`src/rtl/index_encoder_seq_pkg.sv`:
```
// Shared types and helpers for the multi-hot mask to index serialiser.
package index_enc_pkg;

    localparam int N_DEF   = 32;
    localparam int W_DEF   = $clog2(N_DEF);
    localparam int POP_MAX = 256;

    typedef enum logic {
        IDLE  = 1'b0,
        DRAIN = 1'b1
    } state_t;

    // Callers zero-extend narrower masks to POP_MAX bits.
    function automatic int unsigned popcount(input logic [POP_MAX-1:0] v);
        int unsigned c;
        c = 0;
        for (int i = 0; i < POP_MAX; i++) begin
            c += 32'(v[i]);
        end
        return c;
    endfunction

endpackage

```
`src/rtl/index_encoder_seq_if.sv`:
```
// Load / output handshake bundle for index_encoder_seq.
interface index_encoder_seq_if #(
    parameter int N = 32,
    parameter int W = $clog2(N)
);
    logic         load_valid;
    logic         load_ready;
    logic [N-1:0] load_mask;
    logic         out_valid;
    logic         out_ready;
    logic [W-1:0] out_index;
    logic         out_last;
    logic [W:0]   remaining;

    modport master (
        output load_valid, load_mask, out_ready,
        input  load_ready, out_valid, out_index, out_last, remaining
    );

    modport slave (
        input  load_valid, load_mask, out_ready,
        output load_ready, out_valid, out_index, out_last, remaining
    );
endinterface

```
`src/rtl/index_encoder_seq_lowest_set_encoder.sv`:
```
// Combinational priority encoder: binary index of the lowest set bit.
module lowest_set_encoder
    import index_enc_pkg::*;
#(
    parameter int N = N_DEF,
    localparam int W = $clog2(N)
) (
    input  logic [N-1:0] in,
    output logic [W-1:0] idx,
    output logic         found
);

    always_comb begin
        idx = '0;
        // Scan downwards so the lowest set bit is the last one written.
        for (int i = N - 1; i >= 0; i--) begin
            if (in[i]) begin
                idx = W'(i);
            end
        end
        found = |in;
    end

endmodule

```
`src/rtl/index_encoder_seq.sv`:
```
// Serialises a multi-hot mask into ascending binary indices, one per handshake.
//
// state | meaning
// IDLE  | load_ready high, waiting for a mask
// DRAIN | emitting pending indices lowest first
module index_encoder_seq
    import index_enc_pkg::*;
#(
    parameter int N = N_DEF
) (
    input  logic              clk,
    input  logic              reset,
    index_encoder_seq_if.slave bus
);

    localparam int W = $clog2(N);

    state_t       state_q, state_d;
    logic [N-1:0] pending_q, pending_d;
    logic [W:0]   remaining_q, remaining_d;

    logic [W-1:0] lse_idx;
    logic         lse_found;

    logic         load_ready;
    logic         out_valid;
    logic [W-1:0] out_index;
    logic         out_last;

    lowest_set_encoder #(.N(N)) u_lse (
        .in    (pending_q),
        .idx   (lse_idx),
        .found (lse_found)
    );

    always_comb begin
        state_d     = state_q;
        pending_d   = pending_q;
        remaining_d = remaining_q;
        load_ready  = 1'b0;
        out_valid   = 1'b0;
        out_index   = '0;
        out_last    = 1'b0;

        unique case (state_q)
            IDLE: begin
                load_ready = 1'b1;
                // An all-zero mask completes the handshake but produces nothing.
                if (bus.load_valid && (bus.load_mask != '0)) begin
                    pending_d   = bus.load_mask;
                    remaining_d = (W+1)'(popcount(POP_MAX'(bus.load_mask)));
                    state_d     = DRAIN;
                end
            end
            DRAIN: begin
                out_valid = lse_found;
                out_index = lse_idx;
                out_last  = (remaining_q == (W+1)'(1));
                if (bus.out_ready) begin
                    // x & (x-1) drops exactly the lowest set bit.
                    pending_d   = pending_q & (pending_q - N'(1));
                    remaining_d = remaining_q - (W+1)'(1);
                    if (out_last) begin
                        state_d = IDLE;
                    end
                end
            end
            default: state_d = IDLE;
        endcase
    end

    always_ff @(posedge clk) begin
        if (reset) begin
            state_q     <= IDLE;
            pending_q   <= '0;
            remaining_q <= '0;
        end else begin
            state_q     <= state_d;
            pending_q   <= pending_d;
            remaining_q <= remaining_d;
        end
    end

    assign bus.load_ready = load_ready;
    assign bus.out_valid  = out_valid;
    assign bus.out_index  = out_index;
    assign bus.out_last   = out_last;
    assign bus.remaining  = remaining_q;

endmodule
```
`src/flat_wrapper.sv`:
```
// flat-port wrapper written by rule: the top's interface ports become plain ports
module index_encoder_seq_flat import index_enc_pkg::*;
#(
    parameter int N = N_DEF
)
  (clk, reset, bus_load_valid, bus_load_mask, bus_out_ready, bus_load_ready, bus_out_valid, bus_out_index, bus_out_last, bus_remaining);
  index_encoder_seq_if #(.N(N)) bus_i ();
  input  logic clk;
  input  logic reset;
  input wire logic [$bits(bus_i.load_valid)-1:0] bus_load_valid;
  input wire logic [$bits(bus_i.load_mask)-1:0] bus_load_mask;
  input wire logic [$bits(bus_i.out_ready)-1:0] bus_out_ready;
  output wire logic [$bits(bus_i.load_ready)-1:0] bus_load_ready;
  output wire logic [$bits(bus_i.out_valid)-1:0] bus_out_valid;
  output wire logic [$bits(bus_i.out_index)-1:0] bus_out_index;
  output wire logic [$bits(bus_i.out_last)-1:0] bus_out_last;
  output wire logic [$bits(bus_i.remaining)-1:0] bus_remaining;
  assign bus_i.load_valid = bus_load_valid;
  assign bus_i.load_mask = bus_load_mask;
  assign bus_i.out_ready = bus_out_ready;
  assign bus_load_ready = bus_i.load_ready;
  assign bus_out_valid = bus_i.out_valid;
  assign bus_out_index = bus_i.out_index;
  assign bus_out_last = bus_i.out_last;
  assign bus_remaining = bus_i.remaining;
  index_encoder_seq #(.N(N)) u_core (.clk(clk), .reset(reset), .bus(bus_i));
endmodule
```
`config.mk`:
```
export PLATFORM = sky130hd
export DESIGN_NAME = index_encoder_seq_flat
export DESIGN_NICKNAME = d
export VERILOG_FILES = /design/src/rtl/index_encoder_seq_pkg.sv /design/src/rtl/index_encoder_seq_if.sv /design/src/rtl/index_encoder_seq_lowest_set_encoder.sv /design/src/rtl/index_encoder_seq.sv /design/src/flat_wrapper.sv
export SDC_FILE = /design/constraint.sdc
export NUM_CORES = 1
export LEC_CHECK = 0
export ABC_AREA = 1
export BUFFER_PORTS_ARGS = -buffer_cell sky130_fd_sc_hd__buf_2
export CAP_MARGIN = 20
export CELL_PAD_IN_SITES_DETAIL_PLACEMENT = 1
export CELL_PAD_IN_SITES_GLOBAL_PLACEMENT = 2
export CORE_UTILIZATION = 34
export CTS_CLUSTER_SIZE = 40
export DETAILED_ROUTE_END_ITERATION = 16
export PLACE_DENSITY_LB_ADDON = 0.1
export SLEW_MARGIN = 0
export SYNTH_ARGS = -nofsm -noshare
export SYNTH_HDL_FRONTEND = slang
export SYNTH_SLANG_ARGS = --single-unit
```
`constraint.sdc`:
```
create_clock -name clk -period 11.9 [get_ports clk]
set_clock_uncertainty 0.2 [all_clocks]
set_input_delay 2.38 -clock clk [delete_from_list [all_inputs] [get_ports clk]]
set_output_delay 2.38 -clock clk [all_outputs]
set_load 0.03 [all_outputs]
```
Yosys cells after proc, flatten, opt, wreduce, memory -nomap -nowiden. Cells that the tools add are included.

$mul: 0. $lt $le $gt $ge: 0. Add/subtract/negate cells: 33. Reductions and logical operators: 4. Shifts and indexed selects: 0. Eq/ne operators: 3. Muxes and demuxes: 46. Divide/modulo/power cells: 0. Bitwise operators: 2.

Operators with widths (number): $add A6 B1 Y6 (30); $mux W5 (33); $mux W32 (2); $pmux W32 S2 (1); $and A32 B32 Y32 (1); $reduce_bool A32 Y1 (1); $reduce_or A32 Y1 (1); $sub A32 B1 Y32 const B (1); $mux W6 (2); $pmux W6 S2 (1); $eq A6 B1 Y1 const B (1); $mux W1 (6); $sub A6 B1 Y6 const B (1); $add A1 B1 Y2 (1); $ne A2 B1 Y1 const B (1); $ne A2 B2 Y1 const B (1); $pmux W1 S2 (1); $reduce_and A2 Y1 (1); $logic_and A1 B1 Y1 (1); $not A1 Y1 (1).

Bits of input ports: 36. Bits in writable memories: 0. Word-level logic and storage cells: 91. Bits in read-only memories: 0. Memories kept: 0. Bits in latches: 0. Bits in registers: 39. Output and inout bits: 14.

Logic depth before layout (Yosys ltp). Gate-level depths: netlist of run 1.

Depth after elaboration: 33. Gate-level depth with buffers: 31. Gate-level depth less buffers: 31.

By module. A second synthesis of run 1 with hierarchy kept.

Cell total of the unflattened synthesis: 719. Area total of the unflattened synthesis: 4110.2 sq um.

Modules (own cells, without submodules): index_encoder_seq (cells an instance 612, sequential area each 780.7 sq um, area each 3639.7 sq um, times used 1); lowest_set_encoder (cells an instance 107, sequential area each 0.0 sq um, area each 470.5 sq um, times used 1).

Worst setup path before layout of run 1. No wires, ideal clock.

Path kind: in2reg. Start point: input bus_load_mask[0]. End point: register u_core.remaining_q[4], in the netlist u_core.bus.remaining[4]. Buffers on the path: 0. Stages: 17. Arrival time: 7158 ps. Data required time: 11605 ps. Slack: 4447 ps. Library setup time: 95 ps. Path through: inv_1 ha_1 inv_1 fa_1 fa_1 fa_1 fa_1 fa_1 fa_1 inv_1 fa_1 fa_1 a21o_1 a21oi_1 xnor2_1 nand2_1 a221oi_1.

Word-level cells in the longest chain between the ends: 33. Elaborated cells on any way between the ends: 37. Those cells by class: 31 x add/sub; 1 x eq/ne; 2 x mux; 3 x reduce/logical.

RTL lines: start, declared (RTL line flat_wrapper.sv:11) `input wire logic [$bits(bus_i.load_mask)-1:0] bus_load_mask;`; $add A1 B1 Y2 (RTL line index_encoder_seq_pkg.sv:18) `c += 32'(v[i]);`; $add A6 B1 Y6 (30 in a row) (RTL line index_encoder_seq_pkg.sv:18); $mux W6 (RTL line index_encoder_seq.sv:49) `if (bus.load_valid && (bus.load_mask != '0)) begin`; $pmux W6 S2 (RTL line index_encoder_seq.sv:45) `unique case (state_q)`; end signal, assigned (RTL line index_encoder_seq.sv:80) `remaining_q <= remaining_d;`; end, declared (RTL line index_encoder_seq.sv:20) `logic [W:0] remaining_q, remaining_d;`.

Parallel ways exist; a longest one is shown, timed or not. The select of a mux whose other input is x is not followed. A chain may end at the register's enable or synchronous reset.

Worst setup path in the final report of run 1. Ends and elaborated chain as after synthesis.

==> results.cfg, run 1 <==
[finish]
fillCellCount = 1250
drive_gt1_frac = 0.128
area_growth_pct = 13.8
multi_input_area_um2 = 2020
finalNetCount = 612
regArea_um2 = 781
antenna_cells = 0

[min_path]
hold_path_class = register to register
min_from = u_core.pending_q[28]$_SDFFE_PP0P_

[power_and_ir_drop]
power.density_nw_per_um2 = 196
p_comb_frac = 0.651
p_leak_nw = 1.89
pwr-share-seq = 0.221
p_sw_mw = 0.349
internal-power_mw = 0.387
total_power_mw = 0.736
ir_drop_v = 0.000199
clock_power_share = 0.128
swShare = 0.474

[clocking]
clock_latency_ns = 0.29
clkSlewWorstSetupHoldPaths_ns = 0.08
cts.path.max_buffers = 2
cts_tree = yes
htreeDepth = 2
clock-root-buffer = clkbuf_8
cts_setup_buffers = 0
cts_sinks = 39
ctsResizeCount = 0
postCtsHoldBufs = 0
cts-buffers-inserted = 5

[global_routing]
grt_max_degree = 38
track_usage = 0.231
overflow = 0
antenna_found_initial = 0
grt_pass1_vias = 3375
grt_pass1_wl_um = 17700

[yosys]
yosysSeqAreaShare = 0.237
synth_fp_nets = 567
synth_compound_area_frac = 0.184
synth.yosys.warnings = 0
yosys.area_share.simple = 0.236
synth_top_family_by_area = simple AND/OR/NAND/NOR gates
synth_top_flop_cell = dfxtp_1
async_flop_share = 0
synth_seq_cells = 39
synth_cell_types = 35
synth_adder_area_share = 0.187
avgSynthCellArea_um2 = 6.65
syn_inst = 496
netlist_area_um2 = 3300
synth.area.mux_share = 0
synth_edf_count = 0
synth_xor_xnor_area_share = 0.00531

[floorplan]
die_width_um = 100
num_io_pins = 50
std_cell_rows = 35
fp.coreArea_um2 = 9330
start_util = 0.353
die_area_um2 = 10100
die_h_um = 100

[setup_path]
cp-end-kind = register
arrival_ns = 7.49
crit_chain = buf_2 -> inv_1 -> ha_1 -> inv_1 -> fa_1 -> fa_1 -> fa_1 -> fa_1 -> fa_1 -> fa_1 -> inv_1 -> fa_1 -> fa_1 -> a21o_1 -> a21oi_1 -> xnor2_1 -> nand2_1 -> a221oi_1
path_max_fanout = 3
crit_start = bus_load_mask[0]
path_common_cell = fa_1
required_ns = 11.90
slowest_delay_ns = 0.55
path_class = input port to register
regToRegStartpoint = u_core.state_q$_SDFF_PP0_
cp_slowest_cell = fa_1
startpoint_type = input port

[route]
drt_iter0_markers = 86
drtPass1Iterations = 4
antenna_left = 0
drc_errors = 0
vias_per_cell = 4.86
routed_wl_um = 10700
vias = 3253
wl_per_cell_um = 16.0

[flow_run]
drv_cap = 0

[outcome]
status = finished clean

[placement]
place_hpwl_um = 8720
gp_congestion = 0.836
port_buffers = 49

[sta]
min_period_ns = 7.49
slew_headroom = 0.340
finalCritPeriodShare = 0.629
finalSetupViolCount = 0
worst_pin_slew_ns = 0.989
timing.final.max_slew_violations = 0
fin_tns_setup_ns = 0
hold_viol = 0
grt_setup_unrepaired = false
fmax_mhz = 134
## cell families after synthesis
group / Yosys count
adder cells (fa/ha/maj): 35
AO/OA/AOI/OAI: 105
flip-flops: 39
AND/OR/NAND/NOR: 186
XOR/XNOR: 2
buffers and inverters: 129
## cell usage in the layout, fill, tap and decap left out
cell type and count:
inv_4 1, o21ai_2 1, a31oi_1 8, or2_2 2, o21ai_1 2, clkbuf_8 6
nor3_1 6, a211oi_1 4, a21o_1 1, clkinv_2 1, inv_1 114, o211ai_1 1
inv_2 1, nand4_1 2, nand2_8 1, nand2_1 99, xnor2_1 2, o31ai_1 2
o22ai_1 5, a31oi_4 1, fa_1 24, buf_2 49, a21oi_1 46, ha_1 11
and3_1 1, a21oi_4 1, a21oi_2 3, nor4_1 12, or2_1 1, dfxtp_1 39
a221oi_1 1, buf_4 1, inv_6 1, nor2_1 53, o21ai_0 29, nand3_1 9
## final cells by class
class | count | area share
Sequential cell | 39 | 0.208
Tap cell | 129 | 0.0430
Multi-Input combinational cell | 328 | 0.539
Timing Repair Buffer | 50 | 0.0674
Clock buffer | 6 | 0.0220
Clock inverter | 1 | 0.00133
Inverter | 117 | 0.119
## routing by layer
metal	wire length (um)	global-route usage	vias to the layer above
met5	0	0	-
met4	189	0.0680	0
met3	295	0.0361	10
met2	4850	0.361	62
met1	5370	0.328	1541
li1	-	-	1640
## power by group through the flow
stage | combinational [mW] | clock (mW) | sequential, mW
after floorplan | 0.360 | 0 | 0.173
after global placement | 0.477 | 0 | 0.166
after detailed placement | 0.488 | 0 | 0.166
after CTS | 0.490 | 0.0991 | 0.163
after global routing | 0.563 | 0.104 | 0.166
final | 0.480 | 0.0939 | 0.163
## state kept, by name (all words and copies together), names as in the netlist
name	flops
u_core.state_q	1
u_core.pending_q	32
u_core.bus.remaining	6
## worst max-delay path, delay by kind of cell
kind	cells	cell delay (ns)
fa+ha+maj	9	4.03
simple gates	1	0.06
compound gates	3	0.60
xor+xnor	1	0.14
buf+inv	4	0.28
## per-stage QoR
stage          cells  utilization  area [um^2]  hold WS [ns]  setup WS (ns)
5_1_grt          670        0.402         3750         0.326           4.22
6_report         670        0.402         3750         0.299           4.41
3_5_place_dp     663        0.393         3660         0.293           4.08
2_1_floorplan    496            -         3300         0.253           4.45
3_3_place_gp     663        0.393         3660         0.280           4.19
4_1_cts          670        0.402         3750         0.305           4.37
## synth_stat cells (2+ instances only)
cell	count	area (um^2)
a211oi_1	4	30.0
a21oi_1	46	230
a21oi_2	3	26.3
a31oi_1	8	50.1
buf_2	2	10.0
clkbuf_1	9	33.8
dfxtp_1	39	781
fa_1	24	480
ha_1	11	138
inv_1	114	428
nand2_1	99	372
nand3_1	9	45.0
nand4_1	2	12.5
nor2_1	53	199
nor3_1	6	30.0
nor4_1	12	75.1
o21ai_0	29	145
o21ai_1	2	10.0
o22ai_1	5	31.3
o31ai_1	2	15.0
or2_2	2	12.5
xnor2_1	2	17.5
## final timing paths
| kind | to | slack (ns) | cells past startpoint |
|---|---|---|---|
| setup / recovery | u_core.bus.remaining[4]$_SDFFE_PP0P_ | 4.41 | 18 |
| hold / removal | u_core.pending_q[28]$_SDFFE_PP0P_ | 0.30 | 2 |
| setup reg to reg | u_core.pending_q[31]$_SDFFE_PP0P_ | 8.20 | 13 |
| hold reg to reg | u_core.pending_q[28]$_SDFFE_PP0P_ | 0.30 | 2 |
Power figures use the tool's default switching activity.
==> inputs of run 2 (changes only) <==
CORE_UTILIZATION = 31   (was 34)
clock period = 7.35 ns   (was 11.9 ns; I/O delays follow)
==> run 2 against run 1 <==
Against the previous run: count of clock-buffer cells in the layout unchanged; critical path depth unchanged; core utilization shrank 3.4 points; critical path type unchanged; largest power group unchanged; highest routed layer unchanged.
==> results.cfg, run 2 (synthesis gave the netlist of run 1 again) <==
[outcome]
status = finished clean

[sta]
slew_headroom = 0.468
grt_setup_unrepaired = false
hold_viol = 0
timing.final.max_slew_violations = 0
worst_pin_slew_ns = 0.797
fin_ws_ns = 0.815
finalSetupViolCount = 0
min_period_ns = 6.54
fin_tns_setup_ns = 0
finalCritPeriodShare = 0.889
fmax_mhz = 153

[floorplan]
die_h_um = 105
std_cell_rows = 37
die_area_um2 = 11100
start_util = 0.319
fp.coreArea_um2 = 10300
die_width_um = 105
num_io_pins = 50

[global_routing]
grt_pass1_wl_um = 18100
grt_max_degree = 38
antenna_found_initial = 0
overflow = 0
track_usage = 0.215
grt_pass1_vias = 3416

[finish]
fillCellCount = 1363
stdcell_count = 680
largest_reg_flops = 32
final_cell_mix = 114 x inv_1, 99 x nand2_1, 53 x nor2_1
final_common_cell = inv_1
stdcell_area_um2 = 3800
antenna_cells = 0
regMostFlops = u_core.pending_q
final_util = 0.369
drive_gt1_frac = 0.132
finalNetCount = 614
regArea_um2 = 781
multi_input_area_um2 = 2020
area_growth_pct = 15.4

[power_and_ir_drop]
ir_drop_v = 0.000209
swShare = 0.471
clock_power_share = 0.155
p_sw_mw = 0.602
p_comb_frac = 0.641
p_leak_nw = 1.92
pwr-share-seq = 0.203
internal-power_mw = 0.676
power.density_nw_per_um2 = 336

[placement]
dp_slack_ns = 0.432
place_hpwl_um = 8980
port_buffers = 49
gp_congestion = 0.807
placed_area_um2 = 3690
dp_cells = 672

[route]
routed_wl_um = 11000
wl_per_cell_um = 16.2
drc_errors = 0
vias_per_cell = 4.84
drt_iter0_markers = 82
antenna_left = 0
drtPass1Iterations = 4
vias = 3289

[setup_path]
startpoint_type = input port
arrival_ns = 6.55
cp-end-kind = register
path_max_fanout = 3
path_class = input port to register
crit_start = bus_load_mask[0]
required_ns = 7.37
regToRegStartpoint = u_core.state_q$_SDFF_PP0_

[clocking]
cts-buffers-inserted = 5
clock_latency_ns = 0.31
cts.path.max_buffers = 2
ctsResizeCount = 0
cts_sinks = 39
cts_setup_buffers = 0
postCtsHoldBufs = 0
htreeDepth = 2
clock-root-buffer = clkbuf_8
clkSlewWorstSetupHoldPaths_ns = 0.08
cts_tree = yes

[min_path]
min_from = u_core.pending_q[27]$_SDFFE_PP0P_
hold_path_class = register to register

[flow_run]
drv_cap = 0
[run 2: changes by cell type in the layout (fill, tap and decap cells not counted)]
cell | previous run | this run
buf_4 | 1 | 3
bufinv_16 | 0 | 1
[run 2: layout make-up]
cell class | count | area share
Multi-Input combinational cell | 328 | 0.531
Sequential cell | 39 | 0.205
Inverter | 117 | 0.117
Timing Repair Buffer | 52 | 0.0704
Tap cell | 136 | 0.0447
Clock buffer | 6 | 0.0217
Clock inverter | 2 | 0.00921
[run 2: layer usage]
metal  track usage  part of all wire  up-vias  wire length, um
met5             0                 0        -                0
met1         0.302              0.51     1595             5650
met4        0.0543             0.011        0              124
met2         0.350              0.46       42             5030
li1              -                 -     1645                -
met3        0.0268             0.021        7              227
[run 2: worst max-delay path, stage by stage]
cell and delay [ns]:
buf_2 0.11, inv_1 0.04, ha_1 0.27, inv_1 0.08
fa_1 0.43, fa_1 0.54, fa_1 0.44, fa_1 0.54
fa_1 0.44, fa_1 0.49, inv_1 0.05, fa_1 0.40
fa_1 0.41, a21o_1 0.20, a21oi_1 0.16, xnor2_1 0.15
nand2_1 0.06, a221oi_1 0.26
[run 2: power by group through the flow]
| stage | logic (mW) | registers [mW] | clock network, mW |
|---|---|---|---|
| after floorplan | 0.584 | 0.280 | 0 |
| after global placement | 0.799 | 0.265 | 0 |
| after detailed placement | 0.828 | 0.265 | 0 |
| after CTS | 0.837 | 0.260 | 0.205 |
| after global routing | 0.936 | 0.264 | 0.213 |
| final | 0.820 | 0.260 | 0.198 |
[run 2: path summary, 6_finish.rpt]
check / cells after the start / slack [ns] / end
worst min-delay path: 2 / 0.30 / u_core.pending_q[27]$_SDFFE_PP0P_
worst max register to register: 13 / 4.86 / u_core.pending_q[31]$_SDFFE_PP0P_
worst max-delay path: 18 / 0.81 / u_core.bus.remaining[4]$_SDFFE_PP0P_
worst min register to register: 2 / 0.30 / u_core.pending_q[27]$_SDFFE_PP0P_
[run 2: stage by stage]
stage	power [mW]	hold WS, ns
6_report	1.28	0.302
2_1_floorplan	0.864	0.253
3_3_place_gp	1.06	0.282
3_5_place_dp	1.09	0.290
4_1_cts	1.30	0.304
5_1_grt	1.41	0.330
